## src/rtl/stride_cnt_pkg.sv

```systemverilog
// Shared types for the stride counter slice: FSM state encoding and run modes.
package stride_cnt_pkg;

    typedef enum logic [1:0] {
        IDLE = 2'd0,
        RUN  = 2'd1,
        DONE = 2'd2
    } state_t;

    localparam logic MODE_ONESHOT = 1'b0;
    localparam logic MODE_WRAP    = 1'b1;

endpackage

```

## src/rtl/stride_cnt_if.sv

```systemverilog
// Config/control inputs plus the count stream handshake between a host/consumer and the controller.
interface stride_cnt_if #(
    parameter int WIDTH = 8
);
    logic             cfg_we;
    logic [WIDTH-1:0] cfg_start;
    logic [WIDTH-1:0] cfg_stride;
    logic [WIDTH-1:0] cfg_limit;
    logic             cfg_mode;
    logic             go;
    logic             halt;
    logic             cnt_valid;
    logic             cnt_ready;
    logic [WIDTH-1:0] cnt_o;
    logic             busy;
    logic             done;

    // Host/consumer side: programs the counter and accepts counts.
    modport master (
        output cfg_we, cfg_start, cfg_stride, cfg_limit, cfg_mode, go, halt, cnt_ready,
        input  cnt_valid, cnt_o, busy, done
    );

    // Controller side.
    modport slave (
        input  cfg_we, cfg_start, cfg_stride, cfg_limit, cfg_mode, go, halt, cnt_ready,
        output cnt_valid, cnt_o, busy, done
    );
endinterface

```

## src/rtl/stride_cnt_dp.sv

```systemverilog
// Stride counter datapath: count register, WIDTH+1 bit adder and limit compare.
// The extra adder bit means a step that overflows WIDTH bits still reads as over the limit.
module stride_cnt_dp #(
    parameter int WIDTH     = 8,
    parameter int RST_START = 1
) (
    input  logic             clk,
    input  logic             reset,
    input  logic             load,
    input  logic             step,
    input  logic             wrap,
    input  logic [WIDTH-1:0] start,
    input  logic [WIDTH-1:0] stride,
    input  logic [WIDTH-1:0] limit,
    output logic [WIDTH-1:0] cnt_o,
    output logic             over_limit
);

    logic [WIDTH:0] nxt;

    assign nxt        = {1'b0, cnt_o} + {1'b0, stride};
    assign over_limit = (nxt > {1'b0, limit});

    // Count register: load/wrap restart from start, step advances by the stride, otherwise hold.
    always_ff @(posedge clk or posedge reset) begin
        if (reset) begin
            cnt_o <= WIDTH'(RST_START);
        end else if (load || wrap) begin
            cnt_o <= start;
        end else if (step) begin
            cnt_o <= nxt[WIDTH-1:0];
        end
    end

endmodule

```

## src/rtl/stride_cnt_ctrl.sv

```systemverilog
// Stride counter controller: FSM, config registers, count stream handshake.
// Reset defaults plus go give the free-running odd counter 1,3,5,...,255,1,...
// Optional feature macro: STRIDE_CNT_WRAPS_EN adds the saturating 16-bit wrap_cnt output.
module stride_cnt_ctrl
    import stride_cnt_pkg::*;
#(
    parameter int WIDTH      = 8,
    parameter int RST_START  = 1,
    parameter int RST_STRIDE = 2
) (
    input logic       clk,
    input logic       reset,
    stride_cnt_if.slave bus
`ifdef STRIDE_CNT_WRAPS_EN
    ,
    output logic [15:0] wrap_cnt
`endif
);

    state_t           state;
    logic             cnt_valid_q;
    logic             busy_q;
    logic             done_q;
    logic [WIDTH-1:0] start_q;
    logic [WIDTH-1:0] stride_q;
    logic [WIDTH-1:0] limit_q;
    logic             mode_q;
    logic [WIDTH-1:0] cnt;
    logic             over_limit;

    logic             cfg_open;
    logic             take_cfg;
    logic [WIDTH-1:0] eff_start;
    logic [WIDTH-1:0] eff_stride;
    logic [WIDTH-1:0] eff_limit;
    logic             start_ok;
    logic             go_ok;
    logic             beat;
    logic             load;
    logic             step;
    logic             wrap;

    // Config is only writable outside a run; a write in the go cycle is seen by that go.
    assign cfg_open   = (state != RUN);
    assign take_cfg   = bus.cfg_we && cfg_open;
    assign eff_start  = take_cfg ? bus.cfg_start  : start_q;
    assign eff_stride = take_cfg ? bus.cfg_stride : stride_q;
    assign eff_limit  = take_cfg ? bus.cfg_limit  : limit_q;
    assign start_ok   = (eff_start <= eff_limit);

    assign go_ok = cfg_open && bus.go && !bus.halt;
    assign beat  = (state == RUN) && cnt_valid_q && bus.cnt_ready;
    assign load  = go_ok && start_ok;
    assign step  = beat && !over_limit;
    assign wrap  = beat && over_limit && (mode_q == MODE_WRAP);

    assign bus.cnt_valid = cnt_valid_q;
    assign bus.cnt_o     = cnt;
    assign bus.busy      = busy_q;
    assign bus.done      = done_q;

    // Config registers, reset to the free-running odd counter setup.
    always_ff @(posedge clk or posedge reset) begin
        if (reset) begin
            start_q  <= WIDTH'(RST_START);
            stride_q <= WIDTH'(RST_STRIDE);
            limit_q  <= '1;
            mode_q   <= MODE_WRAP;
        end else if (take_cfg) begin
            start_q  <= bus.cfg_start;
            stride_q <= bus.cfg_stride;
            limit_q  <= bus.cfg_limit;
            mode_q   <= bus.cfg_mode;
        end
    end

    // Run FSM with registered valid/busy/done; halt wins over go, go is ignored during a run.
    always_ff @(posedge clk or posedge reset) begin
        if (reset) begin
            state       <= IDLE;
            cnt_valid_q <= 1'b0;
            busy_q      <= 1'b0;
            done_q      <= 1'b0;
        end else begin
            case (state)
                IDLE, DONE: begin
                    if (bus.halt) begin
                        state       <= IDLE;
                        cnt_valid_q <= 1'b0;
                        busy_q      <= 1'b0;
                        done_q      <= 1'b0;
                    end else if (bus.go) begin
                        if (start_ok) begin
                            state       <= RUN;
                            cnt_valid_q <= 1'b1;
                            busy_q      <= 1'b1;
                            done_q      <= 1'b0;
                        end else begin
                            state       <= DONE;
                            cnt_valid_q <= 1'b0;
                            busy_q      <= 1'b0;
                            done_q      <= 1'b1;
                        end
                    end
                end
                RUN: begin
                    if (bus.halt) begin
                        state       <= IDLE;
                        cnt_valid_q <= 1'b0;
                        busy_q      <= 1'b0;
                        done_q      <= 1'b0;
                    end else if (beat && over_limit && (mode_q == MODE_ONESHOT)) begin
                        state       <= DONE;
                        cnt_valid_q <= 1'b0;
                        busy_q      <= 1'b0;
                        done_q      <= 1'b1;
                    end
                end
                default: begin
                    state       <= IDLE;
                    cnt_valid_q <= 1'b0;
                    busy_q      <= 1'b0;
                    done_q      <= 1'b0;
                end
            endcase
        end
    end

    stride_cnt_dp #(
        .WIDTH     (WIDTH),
        .RST_START (RST_START)
    ) u_dp (
        .clk        (clk),
        .reset      (reset),
        .load       (load),
        .step       (step),
        .wrap       (wrap),
        .start      (eff_start),
        .stride     (eff_stride),
        .limit      (eff_limit),
        .cnt_o      (cnt),
        .over_limit (over_limit)
    );

`ifdef STRIDE_CNT_WRAPS_EN
    // Wrap counter: cleared by an accepted go, saturates instead of rolling over.
    always_ff @(posedge clk or posedge reset) begin
        if (reset) begin
            wrap_cnt <= 16'h0000;
        end else if (go_ok) begin
            wrap_cnt <= 16'h0000;
        end else if (wrap && (wrap_cnt != 16'hFFFF)) begin
            wrap_cnt <= wrap_cnt + 16'h0001;
        end
    end
`endif

endmodule

```

## src/flat_wrapper.sv

```systemverilog
// flat-port wrapper written by rule: the top's interface ports become plain ports
module stride_cnt_ctrl_flat import stride_cnt_pkg::*;
#(
    parameter int WIDTH      = 8,
    parameter int RST_START  = 1,
    parameter int RST_STRIDE = 2
)
  (clk, reset, bus_cfg_we, bus_cfg_start, bus_cfg_stride, bus_cfg_limit, bus_cfg_mode, bus_go, bus_halt, bus_cnt_ready, bus_cnt_valid, bus_cnt_o, bus_busy, bus_done);
  stride_cnt_if #(.WIDTH(WIDTH)) bus_i ();
  input logic clk;
  input logic reset;
  input wire logic [$bits(bus_i.cfg_we)-1:0] bus_cfg_we;
  input wire logic [$bits(bus_i.cfg_start)-1:0] bus_cfg_start;
  input wire logic [$bits(bus_i.cfg_stride)-1:0] bus_cfg_stride;
  input wire logic [$bits(bus_i.cfg_limit)-1:0] bus_cfg_limit;
  input wire logic [$bits(bus_i.cfg_mode)-1:0] bus_cfg_mode;
  input wire logic [$bits(bus_i.go)-1:0] bus_go;
  input wire logic [$bits(bus_i.halt)-1:0] bus_halt;
  input wire logic [$bits(bus_i.cnt_ready)-1:0] bus_cnt_ready;
  output wire logic [$bits(bus_i.cnt_valid)-1:0] bus_cnt_valid;
  output wire logic [$bits(bus_i.cnt_o)-1:0] bus_cnt_o;
  output wire logic [$bits(bus_i.busy)-1:0] bus_busy;
  output wire logic [$bits(bus_i.done)-1:0] bus_done;
  assign bus_i.cfg_we = bus_cfg_we;
  assign bus_i.cfg_start = bus_cfg_start;
  assign bus_i.cfg_stride = bus_cfg_stride;
  assign bus_i.cfg_limit = bus_cfg_limit;
  assign bus_i.cfg_mode = bus_cfg_mode;
  assign bus_i.go = bus_go;
  assign bus_i.halt = bus_halt;
  assign bus_i.cnt_ready = bus_cnt_ready;
  assign bus_cnt_valid = bus_i.cnt_valid;
  assign bus_cnt_o = bus_i.cnt_o;
  assign bus_busy = bus_i.busy;
  assign bus_done = bus_i.done;
  stride_cnt_ctrl #(.WIDTH(WIDTH), .RST_START(RST_START), .RST_STRIDE(RST_STRIDE)) u_core (.clk(clk), .reset(reset), .bus(bus_i));
endmodule
```

## config.mk

```make
export PLATFORM = sky130hd
export DESIGN_NAME = stride_cnt_ctrl_flat
export DESIGN_NICKNAME = d
export VERILOG_FILES = /design/src/rtl/stride_cnt_pkg.sv /design/src/rtl/stride_cnt_if.sv /design/src/rtl/stride_cnt_dp.sv /design/src/rtl/stride_cnt_ctrl.sv /design/src/flat_wrapper.sv
export SDC_FILE = /design/constraint.sdc
export NUM_CORES = 1
export LEC_CHECK = 0
export BUFFER_PORTS_ARGS = -buffer_cell sky130_fd_sc_hd__buf_2
export CORE_MARGIN = 4
export CORE_UTILIZATION = 45
export DETAILED_ROUTE_END_ITERATION = 16
export HOLD_SLACK_MARGIN = 0.08
export MAX_ROUTING_LAYER = met4
export PLACE_DENSITY = 0.67
export SYNTH_ARGS = -nofsm -noshare
export SYNTH_HDL_FRONTEND = slang
export SYNTH_SLANG_ARGS = --single-unit
```

## constraint.sdc

```tcl
create_clock -name clk -period 7 [get_ports clk]
set_clock_uncertainty 0.15 [all_clocks]
set_input_delay 1.4 -clock clk [delete_from_list [all_inputs] [get_ports clk]]
set_output_delay 1.4 -clock clk [all_outputs]
set_load 0.01 [all_outputs]
```

== Word level (Yosys, flattened, before mapping) ==
Cells that the tools add are included.
Operators by class
  add/subtract/negate cells: 1
  $lt $le $gt $ge: 2
  equal/unequal tests: 5
  muxes and demuxes: 23
  bitwise gates (word level): 1
  reductions and logical operators: 17
Operators by type and width (count)
  two-way mux 8 bit: 5
  logical AND 1 bit: 10
  two-way mux 1 bit: 10
  two-way mux 2 bit: 5
  adder 8 x 8 -> 9 bit: 1
  > comparator 9 x 8 -> 1 bit: 1
  less-or-equal comparator 8 bit: 1
  inequality test 3 bit (second input constant): 2
  one-hot mux 1 bit (2 select lines): 2
  one-hot mux 2 bit (2 select lines): 1
  == test 2 x 1 -> 1 bit (second input constant): 1
  == test 2 bit (second input constant): 1
  logical NOT 1 bit: 2
  logical NOT 2 bit: 1
  inequality test 2 x 1 -> 1 bit (second input constant): 1
  AND reduction 2 bit: 1
  nonzero test 2 bit: 1
  OR reduction 2 bit: 1
  logical OR 1 bit: 1
  NOT 1 bit: 1
Word-level totals
  bits in registers: 37
  bits of input ports: 31
  output and inout bits: 11
  logic and storage cells: 57

== Longest topological paths before layout ==
  depth in word-level cells: 10
  mapped depth: 21
  gate-level depth less buffers: 17

== By module ==
A second synthesis with hierarchy kept.
Unflattened totals
  cell total of the unflattened synthesis: 210
  area, all modules: 2358.5 µm²
Modules (own cells, without submodules)
  stride_cnt_ctrl: times used 1, cells an instance 104, area each 1447.6 µm², seq. area each 714.4 µm²
  stride_cnt_dp: times used 1, cells an instance 106, area each 910.9 µm², seq. area each 201.4 µm²

== Least setup slack after synthesis ==
OpenSTA, ideal clock, no wires.
  path type: input to register
  start: in bus_cfg_we
  end: reg u_core.u_dp.cnt_o[2]
  setup time: 0.141 ns
  arrival: 5.728 ns
  required time: 6.709 ns
  path slack: 0.980 ns
  stages on the path: 19
  buffers on the path: 3
  path through: nand2b_1 > clkbuf_1 > buf_2 > buf_2 > mux2_2 > ha_1 > inv_1 > fa_1 > nor2b_1 > o31a_1 > or4b_2 > nand3_1 > ha_1 > a21o_1 > a211oi_1 > a211oi_2 > nor4_4 > mux2i_1 > a31oi_1
On the way
  longest elaborated chain between the ends: 8
  elaborated cells between the ends (all ways): 16
  classes of those cells: add/sub (1); order compare (2); mux (5); reduce/logical (8)
RTL lines
  start: declaration: line flat_wrapper.sv:12  | input wire logic [$bits(bus_i.cfg_we)-1:0] bus_cfg_we;
  logical AND 1 bit (*): line stride_cnt_ctrl.sv:45  | assign take_cfg = bus.cfg_we && cfg_open;
  two-way mux 8 bit (*): line stride_cnt_ctrl.sv:47  | assign eff_stride = take_cfg ? bus.cfg_stride : stride_q;
  net u_core.eff_stride[0]: line stride_cnt_ctrl.sv:34  | logic [WIDTH-1:0] eff_stride;
  adder 8 x 8 -> 9 bit (*): line stride_cnt_dp.sv:21  | assign nxt = {1'b0, cnt_o} + {1'b0, stride};
  > comparator 9 x 8 -> 1 bit: line stride_cnt_dp.sv:22  | assign over_limit = (nxt > {1'b0, limit});
  logical AND 1 bit (2 in series): line stride_cnt_ctrl.sv:55  | assign wrap = beat && over_limit && (mode_q == MODE_WRAP);
  logical OR 1 bit: line stride_cnt_dp.sv:28  | end else if (load || wrap) begin
  two-way mux 8 bit / nonzero test 2 bit (equally long branches)
  end signal: assignment: line stride_cnt_dp.sv:27  | cnt_o <= WIDTH'(RST_START);
  end signal: assignment: line stride_cnt_dp.sv:29  | cnt_o <= start;
  end signal: assignment: line stride_cnt_dp.sv:31  | cnt_o <= nxt[WIDTH-1:0];
  end: declaration: line stride_cnt_dp.sv:15  | output logic [WIDTH-1:0] cnt_o,
The timed path passes the listed nets; every way through them passes the cells marked *. The select of a mux whose other input is x is not followed.
A chain may end at the register's enable or synchronous reset.

== Worst setup path after layout ==
  start: in bus_cfg_we
  end: reg u_core.u_dp.cnt_o[2]
On the way
  longest elaborated chain between the ends: 8
  elaborated cells between the ends (all ways): 16
  classes of those cells: add/sub (1); order compare (2); mux (5); reduce/logical (8)
RTL lines (line)
  logical AND 1 bit (*): stride_cnt_ctrl.sv:45
  two-way mux 8 bit (*): stride_cnt_ctrl.sv:47
  net u_core.eff_stride[4]: stride_cnt_ctrl.sv:34
  adder 8 x 8 -> 9 bit (*): stride_cnt_dp.sv:21
  > comparator 9 x 8 -> 1 bit (*): stride_cnt_dp.sv:22
  logical AND 1 bit (2 in series): stride_cnt_ctrl.sv:55
  logical OR 1 bit: stride_cnt_dp.sv:28
  two-way mux 8 bit / nonzero test 2 bit (equally long branches)
Marks and branches as above.

==> out/results.ini <==
[clock_network]
post_cts.repair.setup_buffers = 0
cts_tree = done
h-tree-depth = 2
cts_sinks = 36
clkLatencyLatePin_ns = 0.29
hold_buffers = 0
root_buffer = clkbuf_8
clk_pin_slew_ns = 0.08
cts_buffer_depth = 2
cts_resized = 0
cts_buffers = 5

[power]
power_density_mw_per_mm2 = 459.9
design_power_total_uw = 1209
switchingPower_uw = 512.6
worst_ir_drop_vdd_mv = 0.2804
power_frac_comb_pct = 60.8
intPower_uw = 696.3
power_frac_seq_pct = 27.4
pwr-share-clk_pct = 11.8
p_sw_share_pct = 42.40
p_leak_uw = 0.001240

[yosys]
synth.top_cell.area_share_pct = 26.52
synthCells = 206
async_flop_share_pct = 100.0
yosysWarnings = 0
synth_area_mm2 = 0.002265
yosys-top-cells-count = dfrtp_1, ha_1, inv_1, mux2_2, mux2i_1
synth_seq_cells = 36
ys_top_cells_by_area = dfrtp_1, dfstp_2, ha_1, mux2_2, mux2i_1
synthFlopType = dfrtp_1
seq_area_frac_synth_pct = 40.44
synthesis.nets = 262
synth.distinct_cells = 42
yosysTopAreaCell = dfrtp_1
synth_edf_count = 0
postSynthAreaPerCell_um2 = 10.99

[critical_path]
cp_max_fo = 18
end_kind = flip-flop
r2r.worst_path.cells = 16
worstPathRequired_ns = 6.97
slowest_delay_ns = 0.68
crit_top_cell = ha_1
crit_chain = buf_2, nand2b_1, buf_4, mux2_2, ha_1, o21a_1, o31a_1, or4b_2, nand3_1, ha_1, a21o_1, a211oi_1, a211oi_2, nor4_4, mux2i_1, a31oi_1
startpoint_type = input pin
crit_arrival_ns = 5.75
critical_path_class = in -> reg
cp_slowest_cell = nor4_4

[floorplanning]
die_area_mm2 = 0.006232
coreArea_mm2 = 0.004786
die_w_um = 78.94
die_h_um = 78.94
rows = 25
initial_core_util_pct = 47.32
io_pins = 42

[timing]
finalCritPeriodShare_pct = 82.63
tightest_slew_ns = 0.7324
tns_ns = 0
setup_violations = 0
rsz0062_at_grt = no
hold_viol = 0
period_needed_ns = 5.784
slew_headroom_pct = 50.80
slew_viol_final = 0
max_freq_mhz = 172.9

[route]
antenna_left = 0
wirelength_um = 4752
drt-initial-drc-count = 67
wl_per_cell_um = 14.90
first_pass_iters = 4
via_count = 1696
vias_per_cell = 5.317
drc = 0

[flow_run]
max_cap_viol_count = 0

[hold_path]
holdPathStages = 1
hold_path_class = reg -> reg

[finish]
seqCellArea_um2 = 915.9
nets = 307
drive_above_1_share_pct = 34.13
multiInputGateArea_mm2 = 0.001256
fill_cells = 448
diodes = 0
area.growth.synth_to_final_pct = 16.08

[run_status]
status = completed

[grt]
grt_pass1_wl_um = 7893
grt_pass1_vias = 1700
grt_overflow = 0
grtUsageTotal_pct = 16.41
antenna_found_initial = 0
grt_start_max_net_pins = 37

[place]
gp_congestion = 0.7774
dp_hpwl_um = 3726
io_buffers = 41

## power groups by stage
stage / Sequential, µW / Combinational [µW] / Clock [µW]
after floorplan: 338 / 561 / 0
final: 331 / 736 / 142
after CTS: 332 / 743 / 147
after global routing: 340 / 833 / 155
after global placement: 335 / 719 / 0
after detailed placement: 336 / 734 / 0
## cell type report
cell class              instances  share of cell area (%)
clock buffers                   7                   2.903
clock inverters                 1                  0.1904
inverters                      17                   2.427
multi-input cells             147                   47.79
flip-flops and latches         36                   34.84
well taps                      67                   3.189
repair buffers                 44                   8.663
## critical path, delay by kind of cell
kind                       cells  cell delay [ns]
buffers and inverters          2             0.46
adders and majority gates      2             0.58
muxes                          2             0.64
AOI/OAI and AO/OA              6             0.93
and+or+nand+nor                4             1.73
## kinds of logic after synthesis
group | after synthesis | synth area share, %
fa+ha+maj | 25 | 14.14
flops | 36 | 40.44
mux | 32 | 15.08
xor+xnor | 4 | 1.547
compound gates | 52 | 16.08
simple gates | 34 | 8.619
buf+inv | 23 | 4.088
## layout by cell type, fill, tap and decap left out, types with 3 or more instances in the layout
cell type,Yosys,final
buf_2,2,41
ha_1,24,24
dfrtp_1,24,24
inv_1,17,17
mux2_2,17,17
mux2i_1,15,15
a21oi_1,14,14
dfstp_2,12,12
nor2_1,10,10
o21ai_0,7,7
a31oi_1,6,6
clkbuf_8,0,5
nand2_1,4,4
nor2b_1,4,4
a21o_1,4,4
xnor2_1,4,4
nand4_1,3,3
nand3_1,3,3
nand2b_1,3,3
buf_4,1,3
## per-layer routing
| metal | GRT usage [%] | vias up | part of all wire, % |
|---|---|---|---|
| li1 | - | 848 | - |
| met3 | 3.401 | 5 | 3.6 |
| met4 | 4.124 | 0 | 1.1 |
| met1 | 20.49 | 812 | 47 |
| met2 | 27.42 | 31 | 49 |
| met5 | - | - | 0 |
## registers in the layout (all words and copies together), names as in the netlist
register / cells
u_core.limit_q: 8
u_core.bus.done: 1
u_core.start_q: 8
u_core.stride_q: 8
u_core.state: 1
u_core.mode_q: 1
u_core.u_dp.cnt_o: 8
u_core.bus.cnt_valid: 1
## metrics by stage
step           util, %  setup slack, ns  instance area [µm²]  hold slack, ns  cells
6_report         54.93            1.216                 2629          0.3550    319
5_1_grt          54.93           0.8932                 2629          0.3797    319
4_1_cts          54.93            1.184                 2629          0.3606    319
3_5_place_dp     53.23           0.8926                 2547          0.3421    311
3_3_place_gp     53.23            1.021                 2547          0.3329    311
2_1_floorplan        -           0.9804                 2265          0.3231    206
## worst paths after layout
kind                       slack [ns]               start                    to
max                              1.22          bus_cfg_we  u_core.u_dp.cnt_o[2]
min                              0.35  u_core.stride_q[5]    u_core.stride_q[5]
max reg2reg                      1.62     u_core.state[0]  u_core.u_dp.cnt_o[2]
min reg2reg                      0.35  u_core.stride_q[5]    u_core.stride_q[5]
max in group asynchronous        5.28               reset         u_core.mode_q
min in group asynchronous        1.06               reset     u_core.start_q[1]
(Power assumes the default switching activity.)
